File: config.mk
export PLATFORM = sky130hd
export DESIGN_NAME = stack_mem_sequencer
export DESIGN_NICKNAME = d
export VERILOG_FILES = /design/src/rtl/stack_mem_sequencer.sv
export SDC_FILE = /design/constraint.sdc
export NUM_CORES = 1
export LEC_CHECK = 0
export CORE_MARGIN = 10
export CORE_UTILIZATION = 41
export CTS_BUF_LIST = sky130_fd_sc_hd__clkbuf_4 sky130_fd_sc_hd__clkbuf_8
export DETAILED_ROUTE_END_ITERATION = 6
export GPL_TIMING_DRIVEN = 1
export PLACE_DENSITY = 0.78
export RECOVER_POWER = 25
export SLEW_MARGIN = 15
export SYNTH_ARGS = -nofsm -noshare
export SYNTH_HDL_FRONTEND = slang
export SYNTH_SLANG_ARGS = --single-unit
File: constraint.sdc
create_clock -name clk -period 6.5 [get_ports clk]
set_input_delay 1.3 -clock clk [delete_from_list [all_inputs] [get_ports clk]]
set_output_delay 1.3 -clock clk [all_outputs]
set_load 0.03 [all_outputs]
File: src/rtl/stack_mem_sequencer.sv
// Stack command sequencer: runs PUSH/POP/CALL/RETURN as byte accesses to data memory.
// Ports: clk, rst_n | cmd_valid/cmd_ready/cmd_op/push_data | done, pop_data, jump_valid,
//        err_overflow, err_underflow | mem_addr/mem_we/mem_wdata/mem_rdata | stack_pointer, empty, full
module stack_mem_sequencer #(
    parameter logic [7:0] SP_INIT = 8'h3E,
    parameter logic [7:0] SP_TOP  = 8'h80
) (
    input  logic        clk,
    input  logic        rst_n,
    input  logic        cmd_valid,
    output logic        cmd_ready,
    input  logic [1:0]  cmd_op,
    input  logic [15:0] push_data,
    output logic        done,
    output logic [15:0] pop_data,
    output logic        jump_valid,
    output logic        err_overflow,
    output logic        err_underflow,
    output logic [7:0]  mem_addr,
    output logic        mem_we,
    output logic [7:0]  mem_wdata,
    input  logic [7:0]  mem_rdata,
    output logic [7:0]  stack_pointer,
    output logic        empty,
    output logic        full
);

    typedef enum logic [2:0] {
        S_IDLE,
        S_WR_LO,
        S_WR_HI,
        S_RD_LO,
        S_RD_HI,
        S_RD_CAP,
        S_DONE
    } state_e;

    state_e      state_q, state_d;
    logic [7:0]  sp_q, sp_d;
    logic [1:0]  op_q, op_d;
    logic [15:0] data_q, data_d;
    logic [15:0] pop_q, pop_d;
    logic        ovf_q, ovf_d;
    logic        unf_q, unf_d;

    assign stack_pointer = sp_q;
    assign empty         = (sp_q == SP_INIT);
    assign full          = (sp_q == SP_TOP);
    assign pop_data      = pop_q;

    always_ff @(posedge clk or negedge rst_n) begin
        if (!rst_n) begin
            state_q <= S_IDLE;
            sp_q    <= SP_INIT;
            op_q    <= 2'd0;
            data_q  <= 16'd0;
            pop_q   <= 16'd0;
            ovf_q   <= 1'b0;
            unf_q   <= 1'b0;
        end else begin
            state_q <= state_d;
            sp_q    <= sp_d;
            op_q    <= op_d;
            data_q  <= data_d;
            pop_q   <= pop_d;
            ovf_q   <= ovf_d;
            unf_q   <= unf_d;
        end
    end

    always_comb begin
        state_d       = state_q;
        sp_d          = sp_q;
        op_d          = op_q;
        data_d        = data_q;
        pop_d         = pop_q;
        ovf_d         = ovf_q;
        unf_d         = unf_q;
        cmd_ready     = 1'b0;
        done          = 1'b0;
        jump_valid    = 1'b0;
        err_overflow  = 1'b0;
        err_underflow = 1'b0;
        mem_addr      = 8'd0;
        mem_we        = 1'b0;
        mem_wdata     = 8'd0;

        unique case (state_q)
            S_IDLE: begin
                cmd_ready = 1'b1;
                if (cmd_valid) begin
                    op_d   = cmd_op;
                    data_d = push_data;
                    ovf_d  = 1'b0;
                    unf_d  = 1'b0;
                    // bit0 selects read (POP/RETURN) vs write (PUSH/CALL)
                    if (!cmd_op[0]) begin
                        if (full) begin
                            ovf_d   = 1'b1;
                            state_d = S_DONE;
                        end else begin
                            state_d = S_WR_LO;
                        end
                    end else begin
                        if (empty) begin
                            unf_d   = 1'b1;
                            state_d = S_DONE;
                        end else begin
                            state_d = S_RD_LO;
                        end
                    end
                end
            end
            S_WR_LO: begin
                mem_we    = 1'b1;
                mem_addr  = sp_q;
                mem_wdata = data_q[7:0];
                state_d   = S_WR_HI;
            end
            S_WR_HI: begin
                mem_we    = 1'b1;
                mem_addr  = sp_q + 8'd1;
                mem_wdata = data_q[15:8];
                sp_d      = sp_q + 8'd2;
                state_d   = S_DONE;
            end
            S_RD_LO: begin
                mem_addr = sp_q - 8'd2;
                state_d  = S_RD_HI;
            end
            S_RD_HI: begin
                // read data lags the address by one cycle: this is the low byte
                mem_addr    = sp_q - 8'd1;
                pop_d[7:0]  = mem_rdata;
                state_d     = S_RD_CAP;
            end
            S_RD_CAP: begin
                pop_d[15:8] = mem_rdata;
                sp_d        = sp_q - 8'd2;
                state_d     = S_DONE;
            end
            S_DONE: begin
                done          = 1'b1;
                err_overflow  = ovf_q;
                err_underflow = unf_q;
                jump_valid    = (op_q == 2'd3) && !ovf_q && !unf_q;
                state_d       = S_IDLE;
            end
            default: begin
                state_d = S_IDLE;
            end
        endcase
    end

endmodule
Word level (Yosys, flattened, before mapping)
Index checks and enable logic that the tools add are counted.
- word-level logic and storage cells: 49
- input port bits: 29
- output and inout bits: 48
- register bits: 47
- $add $sub $neg: 4
- muxes and demuxes: 18
- equal/unequal tests: 10
- reduce and logical (&&, ||, !) cells: 9
- operator list (kind ; number):
    $pmux W8 S2 ; 2
    $pmux W8 S4 ; 1
    $pmux W3 S5 ; 1
    $mux W3 ; 4
    $mux W1 ; 10
    $eq A3 B3 Y1 const B ; 3
    $add A8 B1 Y8 const B ; 1
    $add A8 B2 Y8 const B ; 1
    $eq A8 B6 Y1 const B ; 1
    $eq A8 B8 Y1 const B ; 1
    $sub A8 B1 Y8 const B ; 1
    $sub A8 B2 Y8 const B ; 1
    $eq A3 B2 Y1 const B ; 2
    $reduce_or A2 Y1 ; 2
    $eq A3 B1 Y1 const B ; 1
    $logic_not A3 Y1 ; 1
    $eq A2 B2 Y1 const B ; 1
    $logic_and A1 B1 Y1 ; 2
    $logic_not A1 Y1 ; 2
    $ne A2 B2 Y1 const B ; 1
    $reduce_and A2 Y1 ; 1
    $reduce_bool A2 Y1 ; 1

Longest topological paths before layout
- depth after elaboration: 5
- gate-level depth with buffers: 8
- mapped depth without buffers: 6

Worst setup path after synthesis
OpenSTA, ideal clock, no wires.
- path type: register to output
- start point: reg sp_q[1] (netlist: stack_pointer[1])
- end point: out mem_addr[7]
- data required time: 5.200 ns
- arrival time: 2.468 ns
- stages on the path, launching flop included: 9
- slack: 2.732 ns
- path buffers: 2
- cell sequence: dfstp_2 -> clkbuf_1 -> inv_1 -> ha_1 -> or3b_2 -> clkbuf_1 -> nor3_1 -> xnor2_1 -> o21ai_0
- longest elaborated chain between the ends: 2
- elaborated cells on any way between the ends: 4
- classes of those cells: add/sub (3); mux (1)
- RTL lines (what ; RTL line ; text):
    from (decl) ; 39 ; logic [7:0] sp_q, sp_d;
    from (signal assigned) ; 62 ; sp_q <= sp_d;
    $sub A8 B1 Y8 (tied with other cells) ; 133 ; mem_addr = sp_q - 8'd1;
    $pmux W8 S4 * ; 88 ; unique case (state_q)
    to (decl) ; 19 ; output logic [7:0] mem_addr,
Mark *: on every way between the ends. The rest lies on a longest branch, timed or not.

Worst setup path in the final report
- start point: reg state_q[2]
- end point: out mem_addr[5]
- longest elaborated chain between the ends: 2
- elaborated cells on any way between the ends: 5
- classes of those cells: eq/ne (4); mux (1)
- RTL lines (what ; RTL line ; text):
    from (decl) ; 38 ; state_e state_q, state_d;
    from (signal assigned) ; 61 ; state_q <= state_d;
    $eq A3 B3 Y1 (tied with other cells) ; 88 ;
    $pmux W8 S4 * ; 88 ;
Marked as above.

==> run_results.csv <==
group,metric,value,unit
floorplanning,dieWidth,97.34,um
clock_network,clk_pin_slew,0.08,ns
clock_network,postCtsSetupBuffers,0,
finish,final_cell_mix,"nand2_1 (91), clkdlybuf4s50_1 (74), dfrtp_1 (41)",
worst_setup_path,rr_startpoint,"state_q[2]",
synth,syn_area,2452,um2
clock_network,tritoncts,"yes",
sta,fin_crit,4.317,ns
detailed_routing,drtIter0Drc,152,
worst_setup_path,path_delay_family,"flip-flops",
finish,fillers,555,
clock_network,numClockSinks,46,
worst_setup_path,path_class,"register to primary output",
sta,worstMarginPinSlew,2.468,ns
finish,area_growth,35.31,%
global_route,antenna_found_initial,0,
worst_setup_path,cp-start-kind,"register",
detailed_routing,drt_wl_total,6581,um
power_and_ir_drop,total_power,1913,uW
min_path,worstHoldPathType,"register to register",
detailed_routing,vias,2163,
floorplanning,die_h,97.34,um
run_status,status,"finished with violations",
clock_network,cts_root_buffer,"clkbuf_8",
global_route,grt-ovfl-total,0,
worst_setup_path,worstSetupEndpointType,"primary output",
synth,synth_cell_types,48,
synth,synth_edf_count,0,
placement,place_congestion,0.8496,
detailed_routing,wl_per_cell,15.63,um
run_status,violations,"max-capacitance violations, max-slew violations",
clock_network,cts_buffers,5,
finish,final_common_cell,"nand2_1",
worst_setup_path,required,5.20,ns
finish,nets,376,
synth,synthCells,283,
synth,synth_flop_cell,"dfrtp_1",
worst_setup_path,crit_buf_inv,1,
power_and_ir_drop,p_per_area,576.6,nW/um2
global_route,grtUsageTotal,13.39,%
min_path,hold_depth,2,
floorplanning,num_rows,28,
clock_network,ctsResizeCount,0,
global_route,grt_pass1_wl,10910,um
synth,yosys_warnings,0,
clock_network,clockBufferDepth,2,
synth,seq_area_frac_synth,47.19,%
worst_setup_path,regToRegEndpoint,"data_q[2]",
global_route,grt_max_degree,47,
clock_network,htreeDepth,2,
sta,hold_viol,0,
detailed_routing,antenna_left,0,
sta,maxSlewHeadroom,-64.50,%
sta,finalMaxSlewViolations,47,
finish,antenna_cells,0,
synth,yosys_register_bits,46,
worst_setup_path,path_max_fanout,31,
clock_network,clkLatencyLatePin,0.29,ns
worst_setup_path,cpPeakStageDelay,0.94,ns
synth,syn_avg_cell_area,8.666,um2
synth,async_flop_share,100.0,%
floorplanning,initial_core_util,41.92,%
floorplanning,dieArea,9475,um2
detailed_routing,via_per_inst,5.138,
sta,fin_skew,0.007054,ns
floorplanning,fp.coreArea,5851,um2
placement,io_buffers,75,
clock_network,cts_hold_buf,0,
detailed_routing,dr.pass1.iters,4,
power_and_ir_drop,power.leakage,0.001465,uW
finish,regArea,1157,um2
min_path,hold_end,"op_q[1]",
worst_setup_path,r2r_slack,4.13,ns
worst_setup_path,rr_worst_depth,4,
sta,rsz0062_at_grt,"no",
sta,fin_crit_sh,66.42,%
finish,multi_input_area,1195,um2
detailed_routing,drc,0,
global_route,first_global_vias,2208,
worst_setup_path,crit_slowest_cell,"dfrtp_1",
sta,max_freq,231.6,MHz
worst_setup_path,cp.arrival,3.02,ns
finish,layout-drive-gt1-share,8.671,%
power_and_ir_drop,max-vdd-ir-drop,0.2937,mV
run,cap_viol_max_count,1,
placement,dp_hpwl,4794,um
synth,syn-num-nets,314,
sta,setup_violations,0,
min_path,min_from,"op_q[1]",
worst_setup_path,worstPathCellList,"nand2b_1 -> nor2_1 -> a32oi_1 -> o21ai_0 -> clkdlybuf4s50_1",
floorplanning,pin_count,77,
sta,tns,0,ns
## synth_stat cells (2+ instances only)
| cell type | number | share of area [%] |
|---|---|---|
| a21oi_1 | 5 | 1.0 |
| a22oi_1 | 9 | 2.8 |
| a32oi_1 | 2 | 0.71 |
| and3_1 | 6 | 1.5 |
| buf_1 | 2 | 0.31 |
| buf_2 | 2 | 0.41 |
| clkbuf_1 | 15 | 2.3 |
| dfrtp_1 | 41 | 42 |
| dfstp_2 | 5 | 5.4 |
| ha_1 | 2 | 1.0 |
| inv_1 | 2 | 0.31 |
| mux2_2 | 8 | 3.7 |
| nand2_1 | 91 | 14 |
| nand2b_1 | 4 | 1.0 |
| nand3_1 | 3 | 0.61 |
| nand4_1 | 4 | 1.0 |
| nor2_1 | 19 | 2.9 |
| nor2b_1 | 4 | 1.0 |
| nor3_1 | 4 | 0.82 |
| nor3b_1 | 2 | 0.61 |
| o21ai_0 | 8 | 1.6 |
| o22ai_1 | 3 | 0.77 |
| or2_2 | 3 | 0.77 |
| or3b_2 | 2 | 0.71 |
| xnor2_1 | 6 | 2.1 |
| xor2_1 | 9 | 3.2 |
## worst max path at each step
| stage | startpoint | cells after the start | slack [ns] | end |
|---|---|---|---|---|
| 6_report | state_q[2] | 5 | 2.18 | mem_addr[5] |
| 5_1_grt | state_q[2] | 5 | 1.77 | mem_addr[4] |
| 4_1_cts | state_q[2] | 5 | 2.15 | mem_addr[4] |
| 3_5_place_dp | state_q[2] | 5 | 2.49 | mem_addr[4] |
| 3_3_place_gp | state_q[2] | 5 | 2.60 | mem_addr[5] |
| 2_1_floorplan | stack_pointer[1] | 8 | 2.73 | mem_addr[7] |
## area by class of cell
| class | instances | area share, % |
|---|---|---|
| Clock buffer | 5 | 2.074 |
| Clock inverter | 3 | 1.320 |
| Multi-Input combinational cell | 214 | 36.01 |
| Timing Repair Buffer | 76 | 22.66 |
| Inverter | 2 | 0.2262 |
| Tap cell | 75 | 2.828 |
| Sequential cell | 46 | 34.88 |
## worst reg2reg max path, cell delays in order (launching register included)
cell and delay [ns]:
dfrtp_1 0.72, or2_2 0.48, nor2_1 0.84, nand2_1 0.17
nand2_1 0.10
## logic make-up (layout without fill, tap and decap cells)
group                      after synthesis  in the layout  synth area share [%]
AOI/OAI and AO/OA                       38             38                 10.92
xor gates and xnor gates                15             15                 5.357
adders and majority gates                2              2                 1.020
buffers and inverters                   23             86                 4.082
DFF                                     46             46                 47.19
muxes                                    8              8                 3.674
other                                    1              1                0.1529
and+or+nand+nor                        150            150                 27.60
## flip-flops by register name, indices dropped and copies added, names as in the netlist
name and count:
ovf_q 1, data_q 16, unf_q 1, op_q 2
state_q 3, stack_pointer 7, pop_data 16
## report_power, final
group	total, uW	internal (uW)	leakage [uW]	switching (uW)
clock	213	115	0.0000585	97.5
sequential	614	434	0.000554	179
combinational	1090	465	0.000853	622
## through the flow
step	util (%)	hold WS (ns)	worst slack [ns]	std cells	cell area (um2)
4_1_cts	56.74	0.4786	2.152	421	3319
3_3_place_gp	54.81	0.4524	2.603	413	3207
2_1_floorplan	-	0.4379	2.732	283	2452
6_report	56.72	0.4757	2.183	421	3318
3_5_place_dp	54.81	0.4580	2.485	413	3207
5_1_grt	56.72	0.5003	1.770	421	3318
## per-layer routing
| metal | track usage [%] | vias to the layer above | part of all wire [%] |
|---|---|---|---|
| li1 | - | 1071 | - |
| met1 | 16.48 | 1022 | 44 |
| met4 | 2.237 | 0 | 0.26 |
| met5 | 0 | - | 0 |
| met3 | 5.263 | 4 | 7.9 |
| met2 | 21.86 | 66 | 48 |
Note: power is estimated with default switching activity, not from simulation.
